### src/rtl/i2s_pkg.sv
// Shared types and defaults for the I2S master transmitter.
package i2s_pkg;

  localparam int unsigned DefaultDataWidth = 16;
  localparam int unsigned DefaultClkDiv    = 4;
  localparam int unsigned DefaultFifoDepth = 2;

  typedef struct packed {
    logic [DefaultDataWidth-1:0] left;
    logic [DefaultDataWidth-1:0] right;
  } i2s_frame_t;

  typedef enum logic [0:0] {
    StIdle,
    StRun
  } tx_state_e;

endpackage

### src/rtl/i2s_master_tx_if.sv
// Sample stream handshake plus the I2S bus pins driven by the transmitter.
interface i2s_master_tx_if #(
  parameter int unsigned DATA_WIDTH = i2s_pkg::DefaultDataWidth
);
  logic                  s_valid;
  logic                  s_ready;
  logic [DATA_WIDTH-1:0] s_left;
  logic [DATA_WIDTH-1:0] s_right;
  logic                  SCK;
  logic                  WS;
  logic                  sd_out;

  modport master (
    output s_valid, s_left, s_right,
    input  s_ready, SCK, WS, sd_out
  );

  modport slave (
    input  s_valid, s_left, s_right,
    output s_ready, SCK, WS, sd_out
  );
endinterface

### src/rtl/i2s_sample_fifo.sv
// Synchronous FIFO of stereo sample pairs; pops from empty are ignored.
module i2s_sample_fifo #(
  parameter int unsigned Depth = i2s_pkg::DefaultFifoDepth,
  parameter type         T     = i2s_pkg::i2s_frame_t
) (
  input  logic clk_i,
  input  logic rst_ni,
  input  logic push_i,
  input  T     wdata_i,
  input  logic pop_i,
  output T     rdata_o,
  output logic full_o,
  output logic empty_o
);
  localparam int unsigned PtrW = (Depth > 1) ? $clog2(Depth) : 1;
  localparam int unsigned CntW = $clog2(Depth) + 1;

  T                mem_q [Depth];
  logic [PtrW-1:0] wptr_q, wptr_d, rptr_q, rptr_d;
  logic [CntW-1:0] cnt_q, cnt_d;
  logic            do_push, do_pop;

  assign full_o  = (cnt_q == CntW'(Depth));
  assign empty_o = (cnt_q == '0);
  assign do_push = push_i && !full_o;
  assign do_pop  = pop_i && !empty_o;
  assign rdata_o = mem_q[rptr_q];

  always_comb begin
    wptr_d = wptr_q;
    rptr_d = rptr_q;
    cnt_d  = cnt_q;
    if (do_push) begin
      wptr_d = (wptr_q == PtrW'(Depth - 1)) ? '0 : wptr_q + PtrW'(1);
    end
    if (do_pop) begin
      rptr_d = (rptr_q == PtrW'(Depth - 1)) ? '0 : rptr_q + PtrW'(1);
    end
    if (do_push && !do_pop) begin
      cnt_d = cnt_q + CntW'(1);
    end else if (do_pop && !do_push) begin
      cnt_d = cnt_q - CntW'(1);
    end
  end

  always_ff @(posedge clk_i or negedge rst_ni) begin
    if (!rst_ni) begin
      wptr_q <= '0;
      rptr_q <= '0;
      cnt_q  <= '0;
    end else begin
      wptr_q <= wptr_d;
      rptr_q <= rptr_d;
      cnt_q  <= cnt_d;
    end
  end

  // Storage needs no reset: the pointers and count define what is valid.
  always_ff @(posedge clk_i) begin
    if (do_push) begin
      mem_q[wptr_q] <= wdata_i;
    end
  end

endmodule

### src/rtl/i2s_master_tx.sv
// I2S bus master transmitter: FIFO-buffered stereo pairs serialised MSB-first,
// Philips alignment (data lags WS by one SCK).
module i2s_master_tx #(
  parameter int unsigned DATA_WIDTH = i2s_pkg::DefaultDataWidth,
  parameter int unsigned CLK_DIV    = i2s_pkg::DefaultClkDiv,
  parameter int unsigned FIFO_DEPTH = i2s_pkg::DefaultFifoDepth
) (
  input  logic           clk,
  input  logic           reset,
  input  logic           enable,
  i2s_master_tx_if.slave bus,
  output logic           underrun,
  output logic           busy
);
  import i2s_pkg::*;

  localparam int unsigned FrameW = 2 * DATA_WIDTH;
  localparam int unsigned BitW   = $clog2(FrameW);
  localparam int unsigned DivW   = (CLK_DIV > 1) ? $clog2(CLK_DIV) : 1;

  typedef logic [FrameW-1:0] frame_t;

  tx_state_e       state_q, state_d;
  logic [DivW-1:0] div_q, div_d;
  logic [BitW-1:0] bit_q, bit_d, bit_next;
  frame_t          shift_q, shift_d, fifo_rdata;
  logic            sck_q, sck_d, ws_q, ws_d, sd_q, sd_d;
  logic            underrun_q, underrun_d, ready_q;
  logic            fifo_full, fifo_empty, push, pop;
  logic            div_wrap, sck_fall;

  assign push = bus.s_valid && bus.s_ready;

  i2s_sample_fifo #(
    .Depth (FIFO_DEPTH),
    .T     (frame_t)
  ) u_fifo (
    .clk_i   (clk),
    .rst_ni  (reset),
    .push_i  (push),
    .wdata_i ({bus.s_left, bus.s_right}),
    .pop_i   (pop),
    .rdata_o (fifo_rdata),
    .full_o  (fifo_full),
    .empty_o (fifo_empty)
  );

  always_ff @(posedge clk or negedge reset) begin
    if (!reset) begin
      state_q <= StIdle;
    end else begin
      state_q <= state_d;
    end
  end

  always_comb begin
    state_d = state_q;
    unique case (state_q)
      StIdle:  if (enable)  state_d = StRun;
      StRun:   if (!enable) state_d = StIdle;
      default: state_d = StIdle;
    endcase
  end

  assign div_wrap = (div_q == DivW'(CLK_DIV - 1));
  assign sck_fall = (state_q == StRun) && div_wrap && sck_q;
  assign bit_next = (bit_q == BitW'(FrameW - 1)) ? '0 : bit_q + BitW'(1);

  always_comb begin
    div_d      = div_q;
    sck_d      = sck_q;
    ws_d       = ws_q;
    sd_d       = sd_q;
    bit_d      = bit_q;
    shift_d    = shift_q;
    underrun_d = 1'b0;
    pop        = 1'b0;
    if (!enable || (state_q == StIdle)) begin
      // Idle bus; the first enabled clk is the n=0 slot of a fresh frame.
      div_d = '0;
      sck_d = 1'b0;
      ws_d  = 1'b0;
      sd_d  = 1'b0;
      bit_d = '0;
      pop   = enable;
    end else begin
      div_d = div_wrap ? '0 : div_q + DivW'(1);
      if (div_wrap) begin
        sck_d = ~sck_q;
      end
      if (sck_fall) begin
        // After 2*DW-1 shifts the previous frame's LSB sits at the top, so n=0 needs no special case.
        bit_d   = bit_next;
        ws_d    = (bit_next >= BitW'(DATA_WIDTH));
        sd_d    = shift_q[FrameW-1];
        shift_d = shift_q << 1;
        pop     = (bit_next == '0);
      end
    end
    if (pop) begin
      shift_d    = fifo_empty ? '0 : fifo_rdata;
      underrun_d = fifo_empty;
    end
  end

  always_ff @(posedge clk or negedge reset) begin
    if (!reset) begin
      div_q      <= '0;
      sck_q      <= 1'b0;
      ws_q       <= 1'b0;
      sd_q       <= 1'b0;
      bit_q      <= '0;
      shift_q    <= '0;
      underrun_q <= 1'b0;
      ready_q    <= 1'b0;
    end else begin
      div_q      <= div_d;
      sck_q      <= sck_d;
      ws_q       <= ws_d;
      sd_q       <= sd_d;
      bit_q      <= bit_d;
      shift_q    <= shift_d;
      underrun_q <= underrun_d;
      ready_q    <= 1'b1;
    end
  end

  assign bus.s_ready = ready_q && !fifo_full;
  assign bus.SCK     = sck_q;
  assign bus.WS      = ws_q;
  assign bus.sd_out  = sd_q;
  assign underrun    = underrun_q;
  assign busy        = (state_q == StRun);

endmodule

### src/flat_wrapper.sv
// flat-port wrapper written by rule: the top's interface ports become plain ports
module i2s_master_tx_flat import i2s_pkg::*;
#(
  parameter int unsigned DATA_WIDTH = i2s_pkg::DefaultDataWidth,
  parameter int unsigned CLK_DIV    = i2s_pkg::DefaultClkDiv,
  parameter int unsigned FIFO_DEPTH = i2s_pkg::DefaultFifoDepth
)
  (clk, reset, enable, underrun, busy, bus_s_valid, bus_s_left, bus_s_right, bus_s_ready, bus_SCK, bus_WS, bus_sd_out);
  i2s_master_tx_if #(.DATA_WIDTH(DATA_WIDTH)) bus_i ();
  input  logic clk;
  input  logic reset;
  input  logic enable;
  output logic underrun;
  output logic busy;
  input wire logic [$bits(bus_i.s_valid)-1:0] bus_s_valid;
  input wire logic [$bits(bus_i.s_left)-1:0] bus_s_left;
  input wire logic [$bits(bus_i.s_right)-1:0] bus_s_right;
  output wire logic [$bits(bus_i.s_ready)-1:0] bus_s_ready;
  output wire logic [$bits(bus_i.SCK)-1:0] bus_SCK;
  output wire logic [$bits(bus_i.WS)-1:0] bus_WS;
  output wire logic [$bits(bus_i.sd_out)-1:0] bus_sd_out;
  assign bus_i.s_valid = bus_s_valid;
  assign bus_i.s_left = bus_s_left;
  assign bus_i.s_right = bus_s_right;
  assign bus_s_ready = bus_i.s_ready;
  assign bus_SCK = bus_i.SCK;
  assign bus_WS = bus_i.WS;
  assign bus_sd_out = bus_i.sd_out;
  i2s_master_tx #(.DATA_WIDTH(DATA_WIDTH), .CLK_DIV(CLK_DIV), .FIFO_DEPTH(FIFO_DEPTH)) u_core (.clk(clk), .reset(reset), .enable(enable), .bus(bus_i), .underrun(underrun), .busy(busy));
endmodule
### config.mk
export PLATFORM = sky130hd
export DESIGN_NAME = i2s_master_tx_flat
export DESIGN_NICKNAME = d
export VERILOG_FILES = /design/src/rtl/i2s_pkg.sv /design/src/rtl/i2s_master_tx_if.sv /design/src/rtl/i2s_sample_fifo.sv /design/src/rtl/i2s_master_tx.sv /design/src/flat_wrapper.sv
export SDC_FILE = /design/constraint.sdc
export NUM_CORES = 1
export LEC_CHECK = 0
export ABC_AREA = 1
export BUFFER_PORTS_ARGS = -buffer_cell sky130_fd_sc_hd__buf_4
export CAP_MARGIN = 20
export CORE_ASPECT_RATIO = 0.9
export CORE_MARGIN = 2
export CORE_UTILIZATION = 59
export DETAILED_ROUTE_END_ITERATION = 10
export PLACE_DENSITY = 0.82
export REMOVE_ABC_BUFFERS = 1
export SETUP_SLACK_MARGIN = 0.05
export SLEW_MARGIN = 20
export SYNTH_ARGS = -nofsm -noshare
export SYNTH_HDL_FRONTEND = slang
export SYNTH_HIERARCHICAL = 1
export SYNTH_SLANG_ARGS = --single-unit
### constraint.sdc
create_clock -name clk -period 2.9 [get_ports clk]
set_input_delay 0.58 -clock clk [delete_from_list [all_inputs] [get_ports clk]]
set_output_delay 0.58 -clock clk [all_outputs]
set_load 0.05 [all_outputs]
==> impl_results.md, run 1 <==
* Synth area leader: edfxtp_1
* Layout cells sized above 1 at 0.152
* Post-Syn Area at 0.00501 mm^2
* Row count at 31
* Crit-path most repeated cell: nand2_1
* CP Class: reg2reg
* CTS H-tree depth at 4
* Synthesis-stage register bit count at 113
* Crit path max-delay cell type: dfrtp_1
* Die width at 101 um
* Finished Layout Cells at 699
* Gpl congestion at 0.872
* Clock root cell: clkbuf_8
* Seq pwr share at 0.396
* Skew-Pair Late Insertion Delay at 520 ps
* Synth Instances at 541
* HP Class: in2async
* Die area at 0.00925 mm^2
* Pin count of the biggest net entering global routing at 50
* Worst hold margin at 71.3 ps
* Die height at 91.4 um
* Switching Share at 0.305
* Max incr delay on CP at 430 ps
* Worst Path Arrival at 3150 ps
* Vias in the first global route at 3,803
* CTS tree: done
* Total length of routed wires at 10.1 mm
* Placed cell count at 666
* Final worst path period share at 0.949
* Max VDD drop at 584 uV
* Area share of the largest cell type after synthesis at 0.383
* Distinct cell type count after synthesis at 27
* Syn Area/Cell at 9.26 um^2
* Max Buffers Root-to-Sink at 2
* Sequential cell area at 0.00315 mm^2
* Clk sinks at 113
* Leakage at 2.93 nW
* Core ar. at 0.00815 mm^2
* Diodes inserted at 0
* Post-layout util at 0.731
* DR vias at 3,729
* Clk pwr share at 0.376
* Status: finished clean
* Internal power at 3.72 mW
* Max Cap Viol at 0
* Via/cell ratio at 5.33
* Clock skew at 16.8 ps
* I/O Buffers at 41
* TritonCTS buffer count at 17
* Logic gate share of total power at 0.228
* Worst EP required at 3300 ps
* Worst slew pin tran at 756 ps
* Setup TNS at 0 ps
* Post-CTS Resized at 0
* Post-DP HPWL at 5.58 mm
* Sw power at 1.63 mW
* Tmin final at 2750 ps
* CP max FO at 6
* Footprint of the multi-input gates at 0.00152 mm^2
* Post-route ant nets at 0
* First-pass GRT wire length at 16.9 mm
* Gr usage total at 0.238
* Final hold violations at 0
* RSZ-0062 raised after global routing: no
* Worst setup SP type: flop
* CTS clock-pin slew for the worst setup and hold paths at 60 ps
* # DRC at 0
* Power Density at 899 mW/mm^2
* Cts hold-fix bufs at 0
* Fill count at 562
* I/O pin count at 42
* Fmax at 364 MHz
* Antenna violations before repair at 0
* Final setup vio count at 0
* Max Slew Vio Count at 0
* Max_slew headroom at 0.495
* # nets final at 628
* Average routed wire per standard cell at 14.4 um
* Warning count from the yosys run at 6
* Sequential fraction of the synthesis area at 0.628
* Remaining Overflow, GRT at 0
* Setup Buffers After CTS at 0
* Initial Util at 0.615
* Total power at 5.35 mW
* DRT iter0 DRCs at 266
* First drt pass iteration count at 7
* Worst path cell trace: ha_1 > nand2_1 > nor2_1 > ha_1 > nor2_1 > nand2_1 > nor2_2 > nand2_1 > nand2_2 > nand2_1 > inv_1 > o21ai_0 > ha_1 > inv_1 > nand3_1 > nand2_1 > nand2_1
* Top post-synthesis cells by area: edfxtp_1 38%, dfrtp_1 24%, nand2_1 18%
* P&R area growth vs syn at 18.8%
* CP endpoint kind: flop
==> kinds of logic (layout without fill, tap and decap cells) <==
family	after synthesis	after routing	share of synthesized area
and+or+nand+nor	336	336	0.275
adders and majority gates	5	5	0.0125
AOI/OAI and AO/OA	8	8	0.0125
other	1	1	0.000748
buffers and inverters	77	136	0.0691
xor gates and xnor gates	1	1	0.00175
DFF	113	113	0.628
==> placed cells by master (no fill, tap or decap), drive strengths merged <==
| master | Yosys | layout |
|---|---|---|
| inv | 52 | 52 |
| nand3b | 1 | 1 |
| conb | 1 | 1 |
| dfrtp | 49 | 49 |
| nor3b | 1 | 1 |
| clkinv | 0 | 7 |
| clkbuf | 4 | 21 |
| o21ai | 2 | 2 |
| clkinvlp | 0 | 1 |
| nand2 | 248 | 248 |
| o22ai | 2 | 2 |
| nand3 | 66 | 66 |
| a22o | 3 | 3 |
| bufinv | 0 | 3 |
| xnor2 | 1 | 1 |
| buf | 21 | 52 |
| ha | 5 | 5 |
| nor2 | 17 | 17 |
| o31ai | 1 | 1 |
| nand4 | 2 | 2 |
| nor3 | 1 | 1 |
| edfxtp | 64 | 64 |
==> critical path, delay by kind of cell, from the launching register on <==
family | cells | cell delay (ps)
compound gates | 1 | 130
fa+ha+maj | 3 | 880
flops | 1 | 430
simple gates | 11 | 1010
buf+inv | 2 | 190
==> layer usage <==
metal | vias to the layer above | global-route usage | wire [um]
met4 | 0 | 0.0991 | 140
met2 | 149 | 0.395 | 5120
li1 | 1810 | - | -
met1 | 1757 | 0.290 | 4130
met3 | 13 | 0.0693 | 677
met5 | - | 0 | 0
==> cell type report <==
class | instances | share of cell area
Clock buffer | 21 | 0.0738
Inverter | 52 | 0.0328
Tap cell | 99 | 0.0208
Multi-Input combinational cell | 351 | 0.255
Timing Repair Buffer | 52 | 0.0656
Sequential cell | 113 | 0.529
Clock inverter | 11 | 0.0231
==> power groups by stage <==
| stage | logic, mW | registers [mW] | clock network, mW |
|---|---|---|---|
| CTS | 1.21 | 2.12 | 2.04 |
| global placement | 1.14 | 2.13 | 0 |
| floorplan | 0.792 | 2.17 | 0 |
| detailed placement | 1.19 | 2.14 | 0 |
| global route | 1.40 | 2.15 | 2.12 |
| finish | 1.22 | 2.12 | 2.01 |
==> synthesized netlist by cell type, drive strengths merged <==
library cell  number
dfrtp             49
nand4              2
conb               1
o21ai              2
inv               52
ha                 5
nand3b             1
nor2              17
o22ai              2
edfxtp            64
clkbuf             4
nor3b              1
a22o               3
xnor2              1
buf               21
o31ai              1
nor3               1
nand3             66
nand2            248
==> registers in the layout (all words and copies together) (netlist names), 2 cells and up <==
name and cells:
u_core/div_q 2, u_core/bit_q 5, u_core/u_fifo/cnt_q 2, u_core/shift_q 32, u_core/u_fifo/mem_q 64
==> stage by stage <==
| stage | cell area, um^2 | setup WS, ps |
|---|---|---|
| floorplan | 4860 | 190 |
| finish | 5950 | 149 |
| detailed placement | 5370 | 328 |
| global placement | 5370 | 523 |
| global route | 5950 | 49.8 |
| CTS | 5950 | 193 |
==> worst paths after layout <==
check	from	to	slack (ps)	cells after the start
max	u_core/bit_q[0]	u_core/u_fifo/cnt_q[1]	150	17
min	reset	u_core/shift_q[31]	70	1
max reg2reg	u_core/bit_q[0]	u_core/u_fifo/cnt_q[1]	150	17
min reg2reg	u_core/div_q[0]	u_core/div_q[0]	440	1
max in group asynchronous	reset	u_core/shift_q[19]	2410	1
min in group clk	enable	u_core/busy	230	1
Power figures use the tool's default switching activity.
==> inputs of run 2 (changes only) <==
SYNTH_HIERARCHICAL = not set   (was 1)
==> run 2 against run 1 <==
Net effect:
- combinational power shrank 15%
- first-iteration DRC count decreased by 18%
- cell count shrank 10%
- worst hold slack better by 9.9 ps
- highest routed layer unchanged
- synthesized cell count is 12% lower
- largest cell class unchanged
- total power shrank 6.2%
==> impl_results.md, run 2 <==
* Die area at 0.00906 mm^2
* Max Cap Viol at 0
* Pin count of the biggest net entering global routing at 50
* # nets final at 558
* Number of synthesized flops with an enable pin at 64
* P&R area growth vs syn at 19.0%
* Gr usage total at 0.235
* Worst setup SP type: flop
* Logic gate share of total power at 0.208
* Gpl congestion at 0.835
* Syn Area/Cell at 10.3 um^2
* Final Cell Area at 0.00583 mm^2
* Diodes inserted at 0
* Biggest regs: u_core.u_fifo.mem_q: 64 flops, u_core.shift_q: 32 flops, u_core.bit_q: 5 flops
* Clock root cell: clkbuf_8
* Initial Util at 0.608
* First-pass GRT wire length at 16.4 mm
* Final hold violations at 0
* Max_slew headroom at 0.560
* CTS clock-pin slew for the worst setup and hold paths at 60 ps
* Clk pwr share at 0.386
* Fmax at 383 MHz
* Sw power at 1.45 mW
* Post-DP HPWL at 5.35 mm
* Fill count at 541
* CP Class: reg2reg
* Tmin final at 2610 ps
* DR vias at 3,554
* Area share of the largest cell type after synthesis at 0.392
* Post-DP Area at 0.00527 mm^2
* Die height at 90.5 um
* Remaining Overflow, GRT at 0
* Synth area leader: edfxtp_1
* Max Slew Vio Count at 0
* CTS tree: done
* Layout cells sized above 1 at 0.172
* Average routed wire per standard cell at 15.8 um
* I/O Buffers at 41
* Worst EP required at 3290 ps
* Post-layout util at 0.723
* Core ar. at 0.00807 mm^2
* Synthesis-stage register bit count at 113
* RSZ-0062 raised after global routing: no
* # DRC at 0
* Leakage at 2.54 nW
* HP Class: in2async
* Synth Instances at 474
* Row count at 31
* Distinct cell type count after synthesis at 27
* Main synth FF type: edfxtp_1
* Seq pwr share at 0.406
* Worst Path Arrival at 3000 ps
* CP endpoint kind: flop
* Final worst path period share at 0.900
* Post-route ant nets at 0
* First drt pass iteration count at 4
* Asr flop ratio synth at 0.434
* CTS H-tree depth at 4
* Most frequent cells in the layout: 150 x nand2_1, 73 x nand3_1, 64 x edfxtp_1
* Antenna violations before repair at 0
* Internal power at 3.57 mW
* R2r setup slk at 290 ps
* Clk sinks at 113
* Vias in the first global route at 3,417
* Top post-synthesis cells by area: edfxtp_1 39%, dfrtp_1 25%, nand2_1 11%
* Status: finished clean
* Skew-Pair Late Insertion Delay at 510 ps
* Via/cell ratio at 5.66
* Commonest non-fill, non-tap cell in the layout: nand2_1
* Setup TNS at 0 ps
* Switching Share at 0.288
* I/O pin count at 42
* Worst slew pin tran at 658 ps
* Die width at 100 um
* Top-count cell post-synth: nand2_1
* Clock skew at 6.37 ps
* Post-Syn Area at 0.00490 mm^2
* Power Density at 860 mW/mm^2
* Total length of routed wires at 9.92 mm
* Max VDD drop at 446 uV
* Top post-synthesis cells by count: 150 x nand2_1, 73 x nand3_1, 64 x edfxtp_1, 49 x dfrtp_1, 33 x o21ai_0
* Biggest register: u_core.u_fifo.mem_q
* CP max FO at 5
* Max reg flops at 64
* Warning count from the yosys run at 0
* Final setup vio count at 0
* Sequential fraction of the synthesis area at 0.642
* Max Buffers Root-to-Sink at 2
* TritonCTS buffer count at 17
* DRT iter0 DRCs at 218
[run 2: layer usage]
metal,track usage,share of wire,vias to the layer above
met3,0.0611,0.064,24
met4,0.120,0.026,0
li1,-,-,1698
met1,0.303,0.40,1689
met2,0.367,0.51,143
met5,0,0,-
[run 2: final timing paths]
path,start,cells after the start,endpoint
max,u_core.bit_q[1],15,u_core.u_fifo.cnt_q[1]
min,reset,1,u_core.bus.SCK
max reg2reg,u_core.bit_q[1],15,u_core.u_fifo.cnt_q[1]
min reg2reg,u_core.div_q[0],1,u_core.div_q[0]
max in group asynchronous,reset,1,u_core.bit_q[0]
min in group clk,bus_s_right[2],1,u_core.u_fifo.mem_q[1][2]
[run 2: repair_timing]
| action | CTS | global route |
|---|---|---|
| hold buffers | 0 | 0 |
| gates resized for setup | 0 | 1 |
| setup buffers | 0 | 0 |
| endpoints found under the setup margin | 0 | 1 |
[run 2: final cells by class]
type	count	area, um^2	share of cell area
sequential	113	3150	0.540
clock buffer	19	422	0.0723
multi-input combinational	320	1570	0.269
timing repair buffer	51	383	0.0656
tap	99	124	0.0212
clock inverter	13	139	0.0238
inverter	13	48.8	0.00837
[run 2: critical path, stage by stage, from the launching register on]
cell	delay [ps]
dfrtp_1	450
ha_1	220
nand2_1	80
nor2_1	170
ha_1	240
inv_1	70
nand2_1	80
nor2_1	60
nor2_2	140
nand2_1	80
nand2_2	70
nand3_1	100
ha_1	340
a21oi_1	120
o21ai_0	110
xor2_1	150
[run 2: logic make-up (layout without fill, tap and decap cells)]
kind of cell | after synthesis | count (layout) | share of synthesized area
buffers and inverters | 41 | 96 | 0.0398
adders and majority gates | 6 | 6 | 0.0153
AOI/OAI and AO/OA | 70 | 70 | 0.0896
other | 1 | 1 | 0.000765
xor gates and xnor gates | 3 | 3 | 0.00536
DFF | 113 | 113 | 0.642
and+or+nand+nor | 240 | 240 | 0.207
[run 2: power by group through the flow]
stage	logic, mW	registers (mW)	clock network, mW
6_report	1.04	2.04	1.94
5_1_grt	1.17	2.06	2.02
4_1_cts	1.05	2.04	1.96
3_5_place_dp	1.04	2.06	0
3_3_place_gp	1.01	2.05	0
2_1_floorplan	0.672	2.08	0
[run 2: stage by stage]
step	hold WS (ps)	power [mW]	setup slack, ps	instances
6_report	81.2	5.02	290	628
2_1_floorplan	284	2.76	-857	446
3_3_place_gp	428	3.06	533	596
3_5_place_dp	442	3.10	354	596
4_1_cts	95.7	5.05	277	628
5_1_grt	128	5.26	93.1	628
